### config.mk
export PLATFORM = sky130hd
export DESIGN_NAME = ball_controller
export DESIGN_NICKNAME = d
export VERILOG_FILES = /design/src/rtl/pong_pkg.sv /design/src/rtl/paddle_overlap.sv /design/src/rtl/ball_controller.sv
export SDC_FILE = /design/constraint.sdc
export NUM_CORES = 1
export LEC_CHECK = 0
export CAP_MARGIN = 20
export CELL_PAD_IN_SITES_DETAIL_PLACEMENT = 1
export CELL_PAD_IN_SITES_GLOBAL_PLACEMENT = 1
export CORE_MARGIN = 4
export CORE_UTILIZATION = 42
export CTS_BUF_LIST = sky130_fd_sc_hd__clkbuf_16
export CTS_CLUSTER_SIZE = 12
export DETAILED_ROUTE_END_ITERATION = 7
export GPL_TIMING_DRIVEN = 0
export PLACE_DENSITY_LB_ADDON = 0.1
export SYNTH_ARGS = -nofsm -noshare
export SYNTH_HDL_FRONTEND = slang
export SYNTH_SLANG_ARGS = --single-unit
### constraint.sdc
create_clock -name clk -period 3.26 [get_ports clk]
set_clock_uncertainty 0.15 [all_clocks]
set_input_delay 0.326 -clock clk [delete_from_list [all_inputs] [get_ports clk]]
set_output_delay 0.326 -clock clk [all_outputs]
set_load 0.05 [all_outputs]
### src/rtl/pong_pkg.sv
// Shared Pong types and default geometry.
// Used by ball_controller, paddle_overlap, the renderer and the paddle blocks.
//   ball_state_t : ball engine FSM states
//   dir_t        : direction of travel on one axis (POS = right/down, NEG = left/up)
//   PONG_*       : default screen, ball and paddle constants
//   center_coord : top-left coordinate that centres an object on one axis
package pong_pkg;

    typedef enum logic [1:0] {
        IDLE   = 2'd0,
        MOVE   = 2'd1,
        SCORED = 2'd2
    } ball_state_t;

    typedef enum logic {
        POS = 1'b0,
        NEG = 1'b1
    } dir_t;

    localparam int unsigned PONG_WIDTH          = 10;
    localparam int unsigned PONG_SCREEN_W       = 640;
    localparam int unsigned PONG_SCREEN_H       = 480;
    localparam int unsigned PONG_BALL_SIZE      = 8;
    localparam int unsigned PONG_PADDLE_W       = 8;
    localparam int unsigned PONG_PADDLE_H       = 48;
    localparam int unsigned PONG_LEFT_PADDLE_X  = 16;
    localparam int unsigned PONG_RIGHT_PADDLE_X = 616;
    localparam int unsigned PONG_STEP           = 2;
    localparam int unsigned PONG_HOLD_TICKS     = 16;

    function automatic int unsigned center_coord(input int unsigned extent,
                                                 input int unsigned size);
        return (extent - size) / 2;
    endfunction

endpackage

### src/rtl/paddle_overlap.sv
// Combinational vertical-overlap test between the ball and one paddle.
//   ball_top_i   : ball top row
//   paddle_top_i : paddle top row
//   overlap_o    : high when the ball and paddle share at least one row
// Sums are taken one bit wider than the coordinates so they cannot wrap.
module paddle_overlap
    import pong_pkg::*;
#(
    parameter int unsigned WIDTH     = PONG_WIDTH,
    parameter int unsigned BALL_SIZE = PONG_BALL_SIZE,
    parameter int unsigned PADDLE_H  = PONG_PADDLE_H
) (
    input  logic [WIDTH-1:0] ball_top_i,
    input  logic [WIDTH-1:0] paddle_top_i,
    output logic             overlap_o
);

    localparam logic [WIDTH:0] BALL_EXT   = (WIDTH+1)'(BALL_SIZE);
    localparam logic [WIDTH:0] PADDLE_EXT = (WIDTH+1)'(PADDLE_H);

    logic [WIDTH:0] ball_bot;
    logic [WIDTH:0] paddle_bot;

    assign ball_bot   = {1'b0, ball_top_i} + BALL_EXT;
    assign paddle_bot = {1'b0, paddle_top_i} + PADDLE_EXT;

    assign overlap_o = (ball_bot > {1'b0, paddle_top_i}) &&
                       ({1'b0, ball_top_i} < paddle_bot);

endmodule

### src/rtl/ball_controller.sv
// Game-rate ball motion engine: holds the ball position and direction,
// advances it by STEP on every tick, bounces off walls and paddles and
// reports misses at the left/right edges.
//   clk, reset                         : clock, async active-high reset
//   tick                               : one-clk game update strobe
//   serve                              : one-clk serve request (IDLE only)
//   left_paddle_top, right_paddle_top  : paddle top rows
//   ball_left, ball_top, ball_visible  : registered ball position / visibility
//   paddle_hit, point_left, point_right: one-cycle event pulses
// Build option: define BALL_AUTO_SERVE_EN to re-serve automatically at the
// end of the post-point hold instead of waiting in IDLE for serve.
//
// state  | meaning
// IDLE   | ball centred and static, waiting for serve
// MOVE   | ball advances on every tick
// SCORED | ball hidden and frozen for HOLD_TICKS ticks after a miss
module ball_controller
    import pong_pkg::*;
#(
    parameter int unsigned WIDTH          = PONG_WIDTH,
    parameter int unsigned SCREEN_W       = PONG_SCREEN_W,
    parameter int unsigned SCREEN_H       = PONG_SCREEN_H,
    parameter int unsigned BALL_SIZE      = PONG_BALL_SIZE,
    parameter int unsigned PADDLE_W       = PONG_PADDLE_W,
    parameter int unsigned PADDLE_H       = PONG_PADDLE_H,
    parameter int unsigned LEFT_PADDLE_X  = PONG_LEFT_PADDLE_X,
    parameter int unsigned RIGHT_PADDLE_X = PONG_RIGHT_PADDLE_X,
    parameter int unsigned STEP           = PONG_STEP,
    parameter int unsigned HOLD_TICKS     = PONG_HOLD_TICKS
) (
    input  logic             clk,
    input  logic             reset,
    input  logic             tick,
    input  logic             serve,
    input  logic [WIDTH-1:0] left_paddle_top,
    input  logic [WIDTH-1:0] right_paddle_top,
    output logic [WIDTH-1:0] ball_left,
    output logic [WIDTH-1:0] ball_top,
    output logic             ball_visible,
    output logic             paddle_hit,
    output logic             point_left,
    output logic             point_right
);

    localparam int unsigned       HOLD_W    = (HOLD_TICKS > 1) ? $clog2(HOLD_TICKS) : 1;
    localparam logic [HOLD_W-1:0] HOLD_LOAD = HOLD_W'(HOLD_TICKS - 1);

    localparam logic [WIDTH:0] STEP_X   = (WIDTH+1)'(STEP);
    localparam logic [WIDTH:0] FACE_R   = (WIDTH+1)'(RIGHT_PADDLE_X - BALL_SIZE);
    localparam logic [WIDTH:0] FACE_L   = (WIDTH+1)'(LEFT_PADDLE_X + PADDLE_W);
    localparam logic [WIDTH:0] MAX_LEFT = (WIDTH+1)'(SCREEN_W - BALL_SIZE);
    localparam logic [WIDTH:0] MAX_TOP  = (WIDTH+1)'(SCREEN_H - BALL_SIZE);

    localparam logic [WIDTH-1:0] CENTER_X = WIDTH'(center_coord(SCREEN_W, BALL_SIZE));
    localparam logic [WIDTH-1:0] CENTER_Y = WIDTH'(center_coord(SCREEN_H, BALL_SIZE));

    ball_state_t       state_q, state_d;
    logic [WIDTH-1:0]  left_q, left_d;
    logic [WIDTH-1:0]  top_q, top_d;
    dir_t              dx_q, dx_d;
    dir_t              dy_q, dy_d;
    logic              visible_q, visible_d;
    logic              hit_q, hit_d;
    logic              pt_left_q, pt_left_d;
    logic              pt_right_q, pt_right_d;
    logic [HOLD_W-1:0] hold_q, hold_d;

    logic             overlap_l, overlap_r;
    logic [WIDTH:0]   l_ext, t_ext;
    logic             miss_r, miss_l;
    logic             cross_r, cross_l;
    logic [WIDTH-1:0] x_next, y_next;
    dir_t             x_dir, y_dir;

    paddle_overlap #(
        .WIDTH    (WIDTH),
        .BALL_SIZE(BALL_SIZE),
        .PADDLE_H (PADDLE_H)
    ) u_overlap_left (
        .ball_top_i  (top_q),
        .paddle_top_i(left_paddle_top),
        .overlap_o   (overlap_l)
    );

    paddle_overlap #(
        .WIDTH    (WIDTH),
        .BALL_SIZE(BALL_SIZE),
        .PADDLE_H (PADDLE_H)
    ) u_overlap_right (
        .ball_top_i  (top_q),
        .paddle_top_i(right_paddle_top),
        .overlap_o   (overlap_r)
    );

    // Candidate next position from the pre-update position; both axes are
    // resolved independently and only committed on a MOVE tick.
    always_comb begin
        l_ext = {1'b0, left_q};
        t_ext = {1'b0, top_q};

        miss_r  = (dx_q == POS) && ((l_ext + STEP_X) > MAX_LEFT);
        miss_l  = (dx_q == NEG) && (l_ext < STEP_X);
        // Face crossed during this step; FACE_L + STEP >= left avoids an
        // underflowing subtraction on the mirrored test.
        cross_r = (dx_q == POS) && (l_ext < FACE_R) && (FACE_R <= (l_ext + STEP_X));
        cross_l = (dx_q == NEG) && (l_ext > FACE_L) && ((FACE_L + STEP_X) >= l_ext);

        x_dir = dx_q;
        if (cross_r && overlap_r) begin
            x_next = WIDTH'(FACE_R);
            x_dir  = NEG;
        end else if (cross_l && overlap_l) begin
            x_next = WIDTH'(FACE_L);
            x_dir  = POS;
        end else if (dx_q == POS) begin
            x_next = WIDTH'(l_ext + STEP_X);
        end else begin
            x_next = WIDTH'(l_ext - STEP_X);
        end

        y_dir = dy_q;
        if ((dy_q == NEG) && (t_ext < STEP_X)) begin
            y_next = '0;
            y_dir  = POS;
        end else if ((dy_q == POS) && ((t_ext + STEP_X) > MAX_TOP)) begin
            y_next = WIDTH'(MAX_TOP);
            y_dir  = NEG;
        end else if (dy_q == POS) begin
            y_next = WIDTH'(t_ext + STEP_X);
        end else begin
            y_next = WIDTH'(t_ext - STEP_X);
        end
    end

    always_comb begin
        state_d    = state_q;
        left_d     = left_q;
        top_d      = top_q;
        dx_d       = dx_q;
        dy_d       = dy_q;
        visible_d  = visible_q;
        hold_d     = hold_q;
        hit_d      = 1'b0;
        pt_left_d  = 1'b0;
        pt_right_d = 1'b0;

        case (state_q)
            IDLE: begin
                if (serve) begin
                    state_d = MOVE;
                end
            end
            MOVE: begin
                if (tick) begin
                    if (miss_r || miss_l) begin
                        // Position freezes; dx already points at the side
                        // that conceded, which is where the next serve goes.
                        state_d    = SCORED;
                        visible_d  = 1'b0;
                        hold_d     = HOLD_LOAD;
                        pt_left_d  = miss_r;
                        pt_right_d = miss_l;
                    end else begin
                        left_d = x_next;
                        top_d  = y_next;
                        dx_d   = x_dir;
                        dy_d   = y_dir;
                        hit_d  = (cross_r && overlap_r) || (cross_l && overlap_l);
                    end
                end
            end
            SCORED: begin
                if (tick) begin
                    if (hold_q == '0) begin
                        left_d    = CENTER_X;
                        top_d     = CENTER_Y;
                        dy_d      = POS;
                        visible_d = 1'b1;
`ifdef BALL_AUTO_SERVE_EN
                        state_d   = MOVE;
`else
                        state_d   = IDLE;
`endif
                    end else begin
                        hold_d = hold_q - 1'b1;
                    end
                end
            end
            default: begin
                state_d = IDLE;
            end
        endcase
    end

    always_ff @(posedge clk or posedge reset) begin
        if (reset) begin
            state_q    <= IDLE;
            left_q     <= CENTER_X;
            top_q      <= CENTER_Y;
            dx_q       <= POS;
            dy_q       <= POS;
            visible_q  <= 1'b1;
            hold_q     <= '0;
            hit_q      <= 1'b0;
            pt_left_q  <= 1'b0;
            pt_right_q <= 1'b0;
        end else begin
            state_q    <= state_d;
            left_q     <= left_d;
            top_q      <= top_d;
            dx_q       <= dx_d;
            dy_q       <= dy_d;
            visible_q  <= visible_d;
            hold_q     <= hold_d;
            hit_q      <= hit_d;
            pt_left_q  <= pt_left_d;
            pt_right_q <= pt_right_d;
        end
    end

    assign ball_left    = left_q;
    assign ball_top     = top_q;
    assign ball_visible = visible_q;
    assign paddle_hit   = hit_q;
    assign point_left   = pt_left_q;
    assign point_right  = pt_right_q;

endmodule

# --- Word level (Yosys, flattened, before mapping) ---
# Cells that the tools add are included.
classes:
  n_reduce_logical: 24
  n_addsub: 8
  n_mul: 0
  bitwise_logic: 3
  shift: 0
  magnitude_cmp: 12
  n_div: 0
  muxes: 50
  n_eq_ne: 10
op_table:
  columns: ["op", "n"]
  rows:
  - ["10-bit two-way mux", 14]
  - ["10-bit one-hot mux with 2 select lines", 2]
  - ["10-bit by 2-bit adder with 11-bit output, second input constant", 2]
  - ["10-bit by 6-bit adder with 11-bit output, second input constant", 2]
  - ["11-bit by 10-bit greater-than comparator with 1-bit output", 2]
  - ["10-bit by 11-bit less-than comparator with 1-bit output", 2]
  - ["1-bit two-way mux", 21]
  - ["10-bit by 2-bit less-than comparator with 1-bit output, second input constant", 2]
  - ["5-bit AND reduction", 4]
  - ["10-bit by 2-bit subtractor with 10-bit output, second input constant", 2]
  - ["4-bit two-way mux", 4]
  - ["2-bit inequality test, second input constant", 7]
  - ["1-bit logical AND", 12]
  - ["10-bit by 4-bit adder with 11-bit output, second input constant", 1]
  - ["11-bit by 10-bit greater-than comparator with 1-bit output, second input constant", 1]
  - ["11-bit by 9-bit greater-than comparator with 1-bit output, second input constant", 1]
  - ["10-bit by 11-bit less-or-equal comparator with 1-bit output, first input constant", 1]
  - ["5-bit by 10-bit greater-or-equal comparator with 1-bit output, first input constant", 1]
  - ["10-bit by 5-bit greater-than comparator with 1-bit output, second input constant", 1]
  - ["10-bit less-than comparator, second input constant", 1]
  - ["2-bit two-way mux", 5]
  - ["4-bit one-hot mux with 2 select lines", 1]
  - ["2-bit one-hot mux with 3 select lines", 1]
  - ["6-bit AND reduction", 1]
  - ["other kinds (11)", 16]
totals:
  ramBits: 0
  latchBits: 0
  mem_count: 0
  romBits: 0
  output_inout_bits: 24
  wordCells: 117
  ff_bits: 32

# --- Depth between registers and ports, before layout ---
# Gate-level depths: netlist of the first run.
depth:
  depth_word: 9
  depth_mapped: 12
  mapped_depth_nobuf: 12

# --- By module ---
# Synthesis of the first run repeated with hierarchy kept, for this count alone.
unflattened:
  cells_unflattened: 472
  hier_area_um2: 3786.1
modules_own_cells:
  columns: ["module", "area_per_inst_um2", "seq_area_each_um2", "cells_each", "instances"]
  rows:
  - ["ball_controller", 2552.4, 764.5, 320, 1]
  - ["paddle_overlap", 616.8, 0.0, 76, 2]

# --- Worst setup path before layout of the first run ---
# No wires, ideal clock.
synth_path:
  path_kind: "reg2reg"
  start: "register top_q[6], in the netlist ball_top[6]"
  end: "register left_q[8], in the netlist ball_left[8]"
  t_arrival_ns: 2.908
  stages_incl_launch_ff: 12
  n_path_buf: 1
  setup_slack_ns: 0.121
  setup_time_ns: 0.081
  period_less_slack_ns: 3.139
  path_cell_list: "dfstp_2 -> clkbuf_1 -> and3_1 -> nand3_1 -> xnor2_1 -> ha_1 -> nand4_1 -> nor3_1 -> o21ai_0 -> o211ai_1 -> o21ai_0 -> o211ai_1"
synth_between:
  elab_chain_cells: 9
synth_rtl:
  columns: ["element", "line_no", "source"]
  rows:
  - ["start, declared", "ball_controller.sv:59", "logic [WIDTH-1:0] top_q, top_d;"]
  - ["start signal, assigned", "ball_controller.sv:210", "top_q <= top_d;"]
  - ["10-bit by 4-bit adder with 11-bit output", "paddle_overlap.sv:24", "assign ball_bot = {1'b0, ball_top_i} + BALL_EXT;"]
  - ["11-bit by 10-bit greater-than comparator with 1-bit output", "paddle_overlap.sv:27", "assign overlap_o = (ball_bot > {1'b0, paddle_top_i}) &&"]
  - ["1-bit logical AND", "paddle_overlap.sv:27", null]
  - ["1-bit logical AND", "ball_controller.sv:112", "end else if (cross_l && overlap_l) begin"]
  - ["10-bit two-way mux", "ball_controller.sv:112", null]
  - ["10-bit two-way mux *", "ball_controller.sv:109", "if (cross_r && overlap_r) begin"]
  - ["10-bit two-way mux *", "ball_controller.sv:155", "if (miss_r || miss_l) begin"]
  - ["10-bit two-way mux *", "ball_controller.sv:154", "if (tick) begin"]
  - ["10-bit one-hot mux with 2 select lines *", "ball_controller.sv:147", "case (state_q)"]
  - ["end signal, assigned", "ball_controller.sv:209", "left_q <= left_d;"]
  - ["end, declared", "ball_controller.sv:58", "logic [WIDTH-1:0] left_q, left_d;"]
# Mark *: on every way between the ends. The rest lies on a longest branch, timed or not. The select of a mux whose other input is x is not followed.
# A chain may end at the register's enable or synchronous reset.

# --- Worst setup path after layout of the first run ---
layout_path:
  start: "register left_q[2], in the netlist ball_left[2]"
  end: "register left_q[6], in the netlist ball_left[6]"
layout_between:
  elab_chain_cells: 9
layout_rtl:
  columns: ["element"]
  rows:
  - ["parallel branches: the longest is 9 deep, another holds 10-bit by 2-bit adder with 11-bit output"]
# Several ways; the timed one is not identified. The select of a mux whose other input is x is not followed.

==> results of run 1 <==
-- state kept, by name, summed over array words and instances, names as in the netlist --
signal / count
ball_top: 9
dy_q: 1
dx_q: 1
point_right: 1
point_left: 1
ball_visible: 1
state_q: 2
ball_left: 9
paddle_hit: 1
hold_q: 4
-- cell families (layout without fill, tap and decap cells) --
logic type	after synthesis	after routing	synth area share, %
and+or+nand+nor	163	163	23.4
other	1	2	0.100
xor gates and xnor gates	23	23	5.40
DFF	30	30	20.5
AOI/OAI and AO/OA	139	139	26.2
muxes	3	3	0.871
buffers and inverters	71	134	8.08
adders and majority gates	46	46	15.4
-- final cells by class --
| class | instances | area (µm²) |
|---|---|---|
| fillers | 1077 | 3990 |
| clock buffers | 5 | 125 |
| plain buffers | 26 | 158 |
| multi-input cells | 376 | 2740 |
| flip-flops and latches | 30 | 768 |
| inverters | 44 | 169 |
| well taps | 108 | 135 |
| clock inverters | 3 | 40.0 |
| repair buffers | 56 | 551 |
-- placed cells by master, fill, tap and decap left out, drive strengths merged, types with 4 or more instances in the layout --
cell type	instances
a211oi	7
a21o	7
a21oi	16
a31oi	16
and2	8
and3	8
buf	23
clkbuf	19
clkdlybuf4s50	45
dfrtp	19
dfstp	11
ha	46
inv	43
nand2	28
nand3	22
nand4	16
nor2	32
nor3	23
nor4	5
o211ai	11
o21ai	29
o22ai	6
o31a	5
o31ai	7
or3	4
xnor2	12
xor2	11
-- per-layer routing --
layer,share of wire [%],wire length (µm)
met4,0.66,86
met1,46,5980
met3,4.6,603
met2,49,6320
met5,0,0
-- worst paths after layout --
| kind | to | depth (start not counted) | start | slack [ns] |
|---|---|---|---|---|
| max in group asynchronous | ball_left[3] | 3 | reset | 2.09 |
| min in group clk | state_q[1] | 1 | state_q[1] | 0.39 |
| max reg2reg | ball_left[6] | 11 | ball_left[2] | 0.09 |
| min reg2reg | state_q[1] | 1 | state_q[1] | 0.39 |
| max | ball_left[6] | 11 | ball_left[2] | 0.09 |
| min | state_q[1] | 2 | reset | 0.28 |
-- worst max-delay path: stages, from the launching register on --
cell and delay [ns]:
dfstp_2 0.58, ha_1 0.15, buf_4 0.15, and3_4 0.23, and3_1 0.21, a31oi_1 0.13
or4_4 0.56, and3_4 0.19, buf_6 0.14, buf_6 0.14, o31ai_2 0.22, o21ai_1 0.14
-- stage by stage --
| step | worst slack (ns) | cell area (µm²) | util (%) | power (µW) |
|---|---|---|---|---|
| after CTS | 0.0167 | 4550 | 52.5 | 3730 |
| final | 0.0943 | 4690 | 54.0 | 3880 |
| after detailed placement | -0.586 | 4350 | 50.1 | 3150 |
| after floorplan | 0.121 | 3740 | - | 2410 |
| after global routing | -0.0539 | 4690 | 54.0 | 4180 |
| after global placement | -0.572 | 4320 | 49.8 | 3050 |
-- power by group through the flow --
| stage | clock (µW) | combinational (µW) | sequential (µW) |
|---|---|---|---|
| global route | 556 | 2860 | 764 |
| CTS | 531 | 2440 | 757 |
| finish | 532 | 2610 | 741 |
| global placement | 0 | 2310 | 744 |
| floorplan | 0 | 1480 | 925 |
| detailed placement | 0 | 2410 | 744 |
-- timing repair --
| item | 4_1_cts | 5_1_grt |
|---|---|---|
| hold buffers | 0 | 0 |
| pin swaps | 1 | 4 |
| buffers inserted | 2 | 8 |
| setup endpoints to repair | 15 | 20 |
| gates resized for setup | 9 | 27 |
==> impl_metrics.py, run 1 <==
metrics = {
    "run_status": {
        "status": "complete, no violations",
    },
    "timing": {
        "slew_headroom_pct": 58.0,
        "setup_viol": 0,
        "tightest_slew_ns": 0.630,
        "fin_crit_sh_pct": 97.1,
        "fmax_mhz": 316,
        "slew_violations": 0,
        "min_period_ns": 3.17,
        "hold_slack_ns": 0.278,
        "fin_tns_setup_ns": 0,
        "hold_viol": 0,
    },
    "hold_path": {
        "hp-class": "input port to asynchronous set/reset pin",
    },
    "power_and_ir_drop": {
        "power_leakage_uw": 0.00203,
        "power_frac_comb_pct": 67.2,
        "ir_worst_vdd_mv": 0.494,
        "powerDensity_nw_per_um2": 827,
        "netSwitchingPower_uw": 2020,
        "p_seq_share_pct": 19.1,
        "power_frac_clock_pct": 13.7,
        "internal-power_uw": 1860,
        "swShare_pct": 52.0,
    },
    "clocking": {
        "insertion_delay_ns": 0.28,
        "cts.htree.levels": 2,
        "clockBufferDepth": 2,
        "clkTransAtPathRegs_ns": 0.05,
        "cts_root_buf": "clkbuf_16",
        "cts_buffers": 5,
        "cts_tree": "built",
        "cts.sinks": 30,
    },
    "yosys": {
        "syn_area_um2": 3730,
        "yosys_warnings": 0,
        "ys_types": 71,
        "synth_top_area_cell": "ha_1",
        "syn_inst": 476,
        "syn_area_per_cell_um2": 7.84,
        "yosysMostFrequentCell": "ha_1",
        "ys_seq_area_share_pct": 20.5,
        "synth_top_cell_area_share_pct": 15.4,
        "async_reset_ff_share_pct": 100,
        "ys_ff_latch": 30,
        "synth_top_cells_by_area": "ha_1 15%, dfrtp_1 13%, dfstp_2 7.7%, inv_1 4.3%, o21ai_0 3.5%",
        "synth_common_cells": "46 x ha_1, 43 x inv_1, 32 x nor2_1",
        "synth_edf_count": 0,
        "yosys_most_used_dff": "dfrtp_1",
    },
    "floorplanning": {
        "die-area_um2": 10500,
        "die_w_um": 102,
        "io-pin-count": 48,
        "chipHeight_um": 102,
        "core_um2": 8680,
        "core.rowCount": 34,
        "start_util_pct": 43.0,
    },
    "detailed_routing": {
        "drt-total-wl_um": 13000,
        "dr_total_vias": 4003,
        "first_iter_violations": 180,
        "wl_per_cell_um": 20.0,
        "remaining_drc_errors": 0,
        "viasPerCell": 6.18,
        "firstDrtPassIters": 5,
        "ant_nets": 0,
    },
    "grt": {
        "grt_pass1_vias": 4046,
        "antenna_found_initial": 0,
        "track_usage_pct": 24.9,
        "grt_use_met1_pct": 34.1,
        "use_met2_pct": 41.8,
        "grt_pass1_wl_um": 20600,
        "grt_max_degree": 19,
        "overflow": 0,
        "met3_usage_pct": 4.16,
        "grt.busiest_layer": "met2",
    },
    "placed_design": {
        "io_buffers": 45,
        "hpwlAfterDp_um": 9840,
        "routabilityCongestion": 0.908,
        "dpl.cell_count": 631,
    },
    "setup_path": {
        "crit_required_ns": 3.23,
        "cp-end-kind": "flip-flop",
        "crit_fanout": 10,
        "critPathLaunchType": "flip-flop",
        "crit_type": "flip-flop to flip-flop",
        "cp.arrival_ns": 3.14,
    },
    "cells_and_area": {
        "drive_above_1_share_pct": 14.6,
        "diodes": 0,
        "fin_cells": 648,
        "final_nets": 609,
        "area_growth_pct": 25.6,
    },
    "job": {
        "maxCapViolations": 0,
    },
}
(Power assumes the default switching activity.)
==> run 2, diff against run 1 <==
CORE_MARGIN = 8   (was 4)
==> impl_metrics.py, run 2 (synthesis gave the netlist of run 1 again) <==
metrics = {
    "cells_and_area": {
        "diodes": 0,
        "regArea_um2": 768,
        "drive_above_1_share_pct": 14.5,
        "layout_common_cells": "45 x ha_1, 44 x inv_1, 44 x clkdlybuf4s50_1",
        "multi_input_area_um2": 2760,
        "final.fill_count": 1067,
        "area_growth_pct": 25.2,
        "mostFrequentLayoutCell": "ha_1",
        "final_nets": 608,
    },
    "timing": {
        "slew_headroom_pct": 58.4,
        "fin_crit_sh_pct": 96.9,
        "setup_ws_ns": 0.102,
        "fmax_mhz": 317,
        "min_period_ns": 3.16,
        "slew_violations": 0,
        "setup_viol": 0,
        "hold_viol": 0,
        "tightest_slew_ns": 0.616,
        "hold_slack_ns": 0.270,
    },
    "job": {
        "maxCapViolations": 0,
    },
    "setup_path": {
        "crit_required_ns": 3.24,
        "crit_type": "flip-flop to flip-flop",
        "r2r_slack_ns": 0.10,
        "rr_endpoint": "ball_left[6]",
        "cp.arrival_ns": 3.14,
        "crit_fanout": 10,
        "r2r_start": "ball_left[2]",
        "cp-end-kind": "flip-flop",
        "ff2ff_path_depth": 11,
        "critPathLaunchType": "flip-flop",
    },
    "clocking": {
        "cts_tree": "built",
        "cts_buffers": 5,
        "clockBufferDepth": 2,
        "insertion_delay_ns": 0.27,
        "cts_root_buf": "clkbuf_16",
        "cts.htree.levels": 2,
        "clkTransAtPathRegs_ns": 0.05,
        "cts.sinks": 30,
    },
    "floorplanning": {
        "chipHeight_um": 110,
        "io-pin-count": 48,
        "die-area_um2": 12200,
        "die_w_um": 110,
        "core.rowCount": 34,
        "core_um2": 8680,
        "start_util_pct": 43.0,
    },
    "detailed_routing": {
        "dr_total_vias": 3931,
        "viasPerCell": 6.08,
        "remaining_drc_errors": 0,
        "first_iter_violations": 174,
        "wl_per_cell_um": 19.8,
        "firstDrtPassIters": 4,
        "ant_nets": 0,
        "drt-total-wl_um": 12800,
    },
    "placed_design": {
        "dp_worst_setup_slack_ns": -0.564,
        "io_buffers": 45,
        "hpwlAfterDp_um": 9920,
        "routabilityCongestion": 0.914,
    },
    "grt": {
        "track_usage_pct": 21.5,
        "grt_pass1_wl_um": 20800,
        "grt_pass1_vias": 3987,
        "overflow": 0,
        "grt.busiest_layer": "met2",
        "grt_use_met1_pct": 30.3,
        "antenna_found_initial": 0,
        "met3_usage_pct": 2.73,
        "grt_max_degree": 20,
        "use_met2_pct": 34.4,
    },
    "run_status": {
        "status": "complete, no violations",
    },
    "power_and_ir_drop": {
        "power_leakage_uw": 0.00203,
        "ir_worst_vdd_mv": 0.470,
        "powerDensity_nw_per_um2": 805,
    },
    "hold_path": {
        "hp-class": "input port to asynchronous set/reset pin",
    },
}
-- run 2: worst max-delay path, cell delays in order (launching register included) --
cell     delay (ns)
dfstp_2        0.60
ha_1           0.17
buf_4          0.16
and3_4         0.23
and3_4         0.20
a31oi_2        0.12
or4_4          0.56
and3_4         0.19
buf_6          0.14
buf_6          0.15
o31ai_4        0.23
o21ai_2        0.11
-- run 2: area by class of cell --
cell class              instances  share of cell area, %
plain buffers                  26                   3.24
well taps                     108                   2.89
clock inverters                 3                  0.268
clock buffers                   5                   2.68
repair buffers                 55                   11.7
inverters                      44                   3.61
flip-flops and latches         30                   16.4
multi-input cells             376                   59.1
-- run 2: worst max-delay path by stage --
stage,endpoint,from,depth (start not counted)
5_1_grt,ball_left[6],ball_left[2],11
6_report,ball_left[6],ball_left[2],11
3_5_place_dp,ball_left[8],ball_top[5],11
4_1_cts,dx_q,left_paddle_top[4],15
3_3_place_gp,ball_left[8],ball_top[5],11
2_1_floorplan,ball_left[8],ball_top[6],11
-- run 2: through the flow --
stage               utilization [%]  setup TNS [ns]  instance area (µm²)  total power [µW]  std cells
floorplan                         -               0                 3740              2410        477
finish                         53.8               0                 4670              3760        647
global placement               49.8           -1.99                 4320              3040        630
detailed placement             50.1           -2.91                 4350              3150        631
global route                   53.8        -0.00890                 4670              4070        647
CTS                            52.2               0                 4530              3620        640
-- run 2: metal layers --
layer	vias up	routed length, µm
li1	1892	-
met1	1949	6070
met2	77	6000
met3	13	602
met4	0	148
met5	-	0
-- run 2: report_power, final --
part | switching (µW) | internal [µW] | leakage (µW) | total, µW
Clock | 164 | 276 | 0.0000724 | 439
Combinational | 1600 | 980 | 0.00161 | 2580
Sequential | 216 | 526 | 0.000345 | 743
-- run 2: timing repair --
action / CTS / global route
resized for setup: 10 / 31
buffers inserted: 2 / 7
hold buffers: 0 / 0
pin swaps: 1 / 2
endpoints found under the hold margin: 0 / 0
setup endpoints to repair: 15 / 23
==> run 3, diff against run 2 <==
CAP_MARGIN = 5   (was 20)
CORE_UTILIZATION = 45   (was 42)
clock period = 3.8 ns   (was 3.26 ns; I/O delays follow)
==> impl_metrics.py, run 3 (synthesis gave the netlist of run 1 again) <==
metrics = {
    "power_and_ir_drop": {
        "powerDensity_nw_per_um2": 692,
        "finalPower_uw": 3100,
        "power_frac_comb_pct": 66.6,
        "swShare_pct": 53.6,
        "power_frac_clock_pct": 11.7,
        "internal-power_uw": 1440,
        "netSwitchingPower_uw": 1660,
        "ir_worst_vdd_mv": 0.484,
        "p_seq_share_pct": 21.7,
        "power_leakage_uw": 0.00194,
    },
    "clocking": {
        "cts.htree.levels": 2,
        "clkTransAtPathRegs_ns": 0.05,
        "cts_hold_buf": 0,
        "cts_buffers": 5,
        "clockBufferDepth": 2,
        "cts_tree": "built",
        "cts_root_buf": "clkbuf_16",
        "cts.sinks": 30,
        "insertion_delay_ns": 0.27,
    },
    "timing": {
        "fmax_mhz": 279,
        "slew_headroom_pct": 49.2,
        "rsz0062_at_grt": "false",
        "hold_viol": 0,
        "min_period_ns": 3.59,
        "fin_crit_sh_pct": 94.4,
        "setup_viol": 0,
        "fin_tns_setup_ns": 0,
        "slew_violations": 0,
        "tightest_slew_ns": 0.757,
    },
    "setup_path": {
        "cp.arrival_ns": 3.62,
        "crit_fanout": 9,
        "setup.worst_path.start": "ball_top[3]",
        "worst_path_largest_cell_delay_ns": 0.61,
        "path_buf_inv": 2,
        "crit_required_ns": 3.84,
        "cp_top_family": "compound AO/OA/AOI/OAI gates",
        "cp-end-kind": "flip-flop",
        "critPathLaunchType": "flip-flop",
        "cp_slowest_cell": "dfstp_2",
        "path_cells": "clkbuf_1, inv_1, ha_1, ha_1, nand4_1, nor3_1, o21ai_0, o22ai_1, o21ai_0, o211ai_1",
        "r2r_start": "ball_top[3]",
        "crit_type": "flip-flop to flip-flop",
    },
    "hold_path": {
        "hp-class": "input port to asynchronous set/reset pin",
    },
    "floorplanning": {
        "die-area_um2": 11500,
        "io-pin-count": 48,
        "core.rowCount": 33,
        "core_um2": 8130,
        "chipHeight_um": 107,
        "start_util_pct": 45.9,
        "die_w_um": 107,
    },
    "cells_and_area": {
        "drive_above_1_share_pct": 8.87,
        "multi_input_area_um2": 2670,
        "diodes": 0,
        "layout_common_cells": "46 x inv_1, 46 x ha_1, 45 x clkdlybuf4s50_1",
        "final_nets": 599,
        "postLayoutCoreUtil_pct": 55.1,
        "final.fill_count": 1040,
        "regArea_um2": 764,
        "area_growth_pct": 20.1,
    },
    "job": {
        "maxCapViolations": 0,
    },
    "grt": {
        "grt_pass1_vias": 3998,
        "overflow": 0,
        "track_usage_pct": 22.8,
        "grt_max_degree": 31,
        "antenna_found_initial": 0,
        "grt_pass1_wl_um": 21100,
    },
    "detailed_routing": {
        "firstDrtPassIters": 4,
        "drt-total-wl_um": 12900,
        "dr_total_vias": 3983,
        "ant_nets": 0,
        "wl_per_cell_um": 20.4,
        "first_iter_violations": 172,
        "remaining_drc_errors": 0,
        "viasPerCell": 6.27,
    },
    "placed_design": {
        "routabilityCongestion": 0.907,
        "hpwlAfterDp_um": 10100,
        "io_buffers": 45,
    },
    "run_status": {
        "status": "complete, no violations",
    },
}
-- run 3: cell count changes in the layout (fill, tap and decap cells not counted), sizes merged --
cell,before,now
clkinvlp,1,0
clkinv,2,1
clkdlybuf4s50,44,45
inv,44,46
dlymetal6s2s,1,0
clkbuf,17,18
buf,24,14
-- run 3: layer usage --
layer / up-vias / share of wire, % / GRT usage [%]
met4: 0 / 1.3 / 5.43
met5: - / 0 / 0
met2: 125 / 47 / 36.3
li1: 1872 / - / -
met1: 1976 / 46 / 31.5
met3: 10 / 5.8 / 3.42
-- run 3: path summary, 6_finish.rpt --
kind,slack (ns),depth (start not counted),end
max in group asynchronous,2.55,3,ball_left[5]
hold / removal,0.35,2,ball_top[4]
hold reg to reg,0.38,1,state_q[1]
min in group clk,0.38,1,state_q[1]
setup / recovery,0.21,10,ball_left[8]
setup reg to reg,0.21,10,ball_left[8]
-- run 3: area by class of cell --
| cell class | instances | area share (%) |
|---|---|---|
| Timing Repair Buffer | 47 | 10.8 |
| Inverter | 44 | 3.68 |
| Buffer | 25 | 2.90 |
| Tap cell | 105 | 2.93 |
| Sequential cell | 30 | 17.0 |
| Multi-Input combinational cell | 376 | 59.6 |
| Clock buffer | 5 | 2.79 |
| Clock inverter | 3 | 0.251 |
-- run 3: power groups by stage --
stage | registers [µW] | logic (µW) | clock network [µW]
floorplan | 793 | 1270 | 0
global placement | 635 | 1970 | 0
detailed placement | 645 | 2060 | 0
CTS | 642 | 2080 | 373
global route | 690 | 2270 | 381
finish | 672 | 2070 | 364
-- run 3: worst reg2reg max path, stage by stage, from the launching register on --
cell and delay, ns:
dfstp_2 0.61, clkbuf_1 0.35, inv_1 0.20, ha_1 0.40, ha_1 0.32, nand4_1 0.13, nor3_1 0.26, o21ai_0 0.20
o22ai_1 0.39, o21ai_0 0.23, o211ai_1 0.25
-- run 3: what timing repair did --
item,in CTS,in global routing
endpoints found under the setup margin,1,2
resized for setup,0,2
pin swaps,1,0
hold endpoints to repair,0,0
buffers inserted,1,0
-- run 3: per-stage QoR --
stage	hold slack, ns	setup slack [ns]	std cells	instance area, µm²
floorplan	0.313	0.661	477	3740
global placement	0.359	0.120	627	4320
detailed placement	0.375	0.0207	627	4320
CTS	0.386	0.171	636	4460
global route	0.389	0.0268	635	4480
finish	0.350	0.212	635	4480
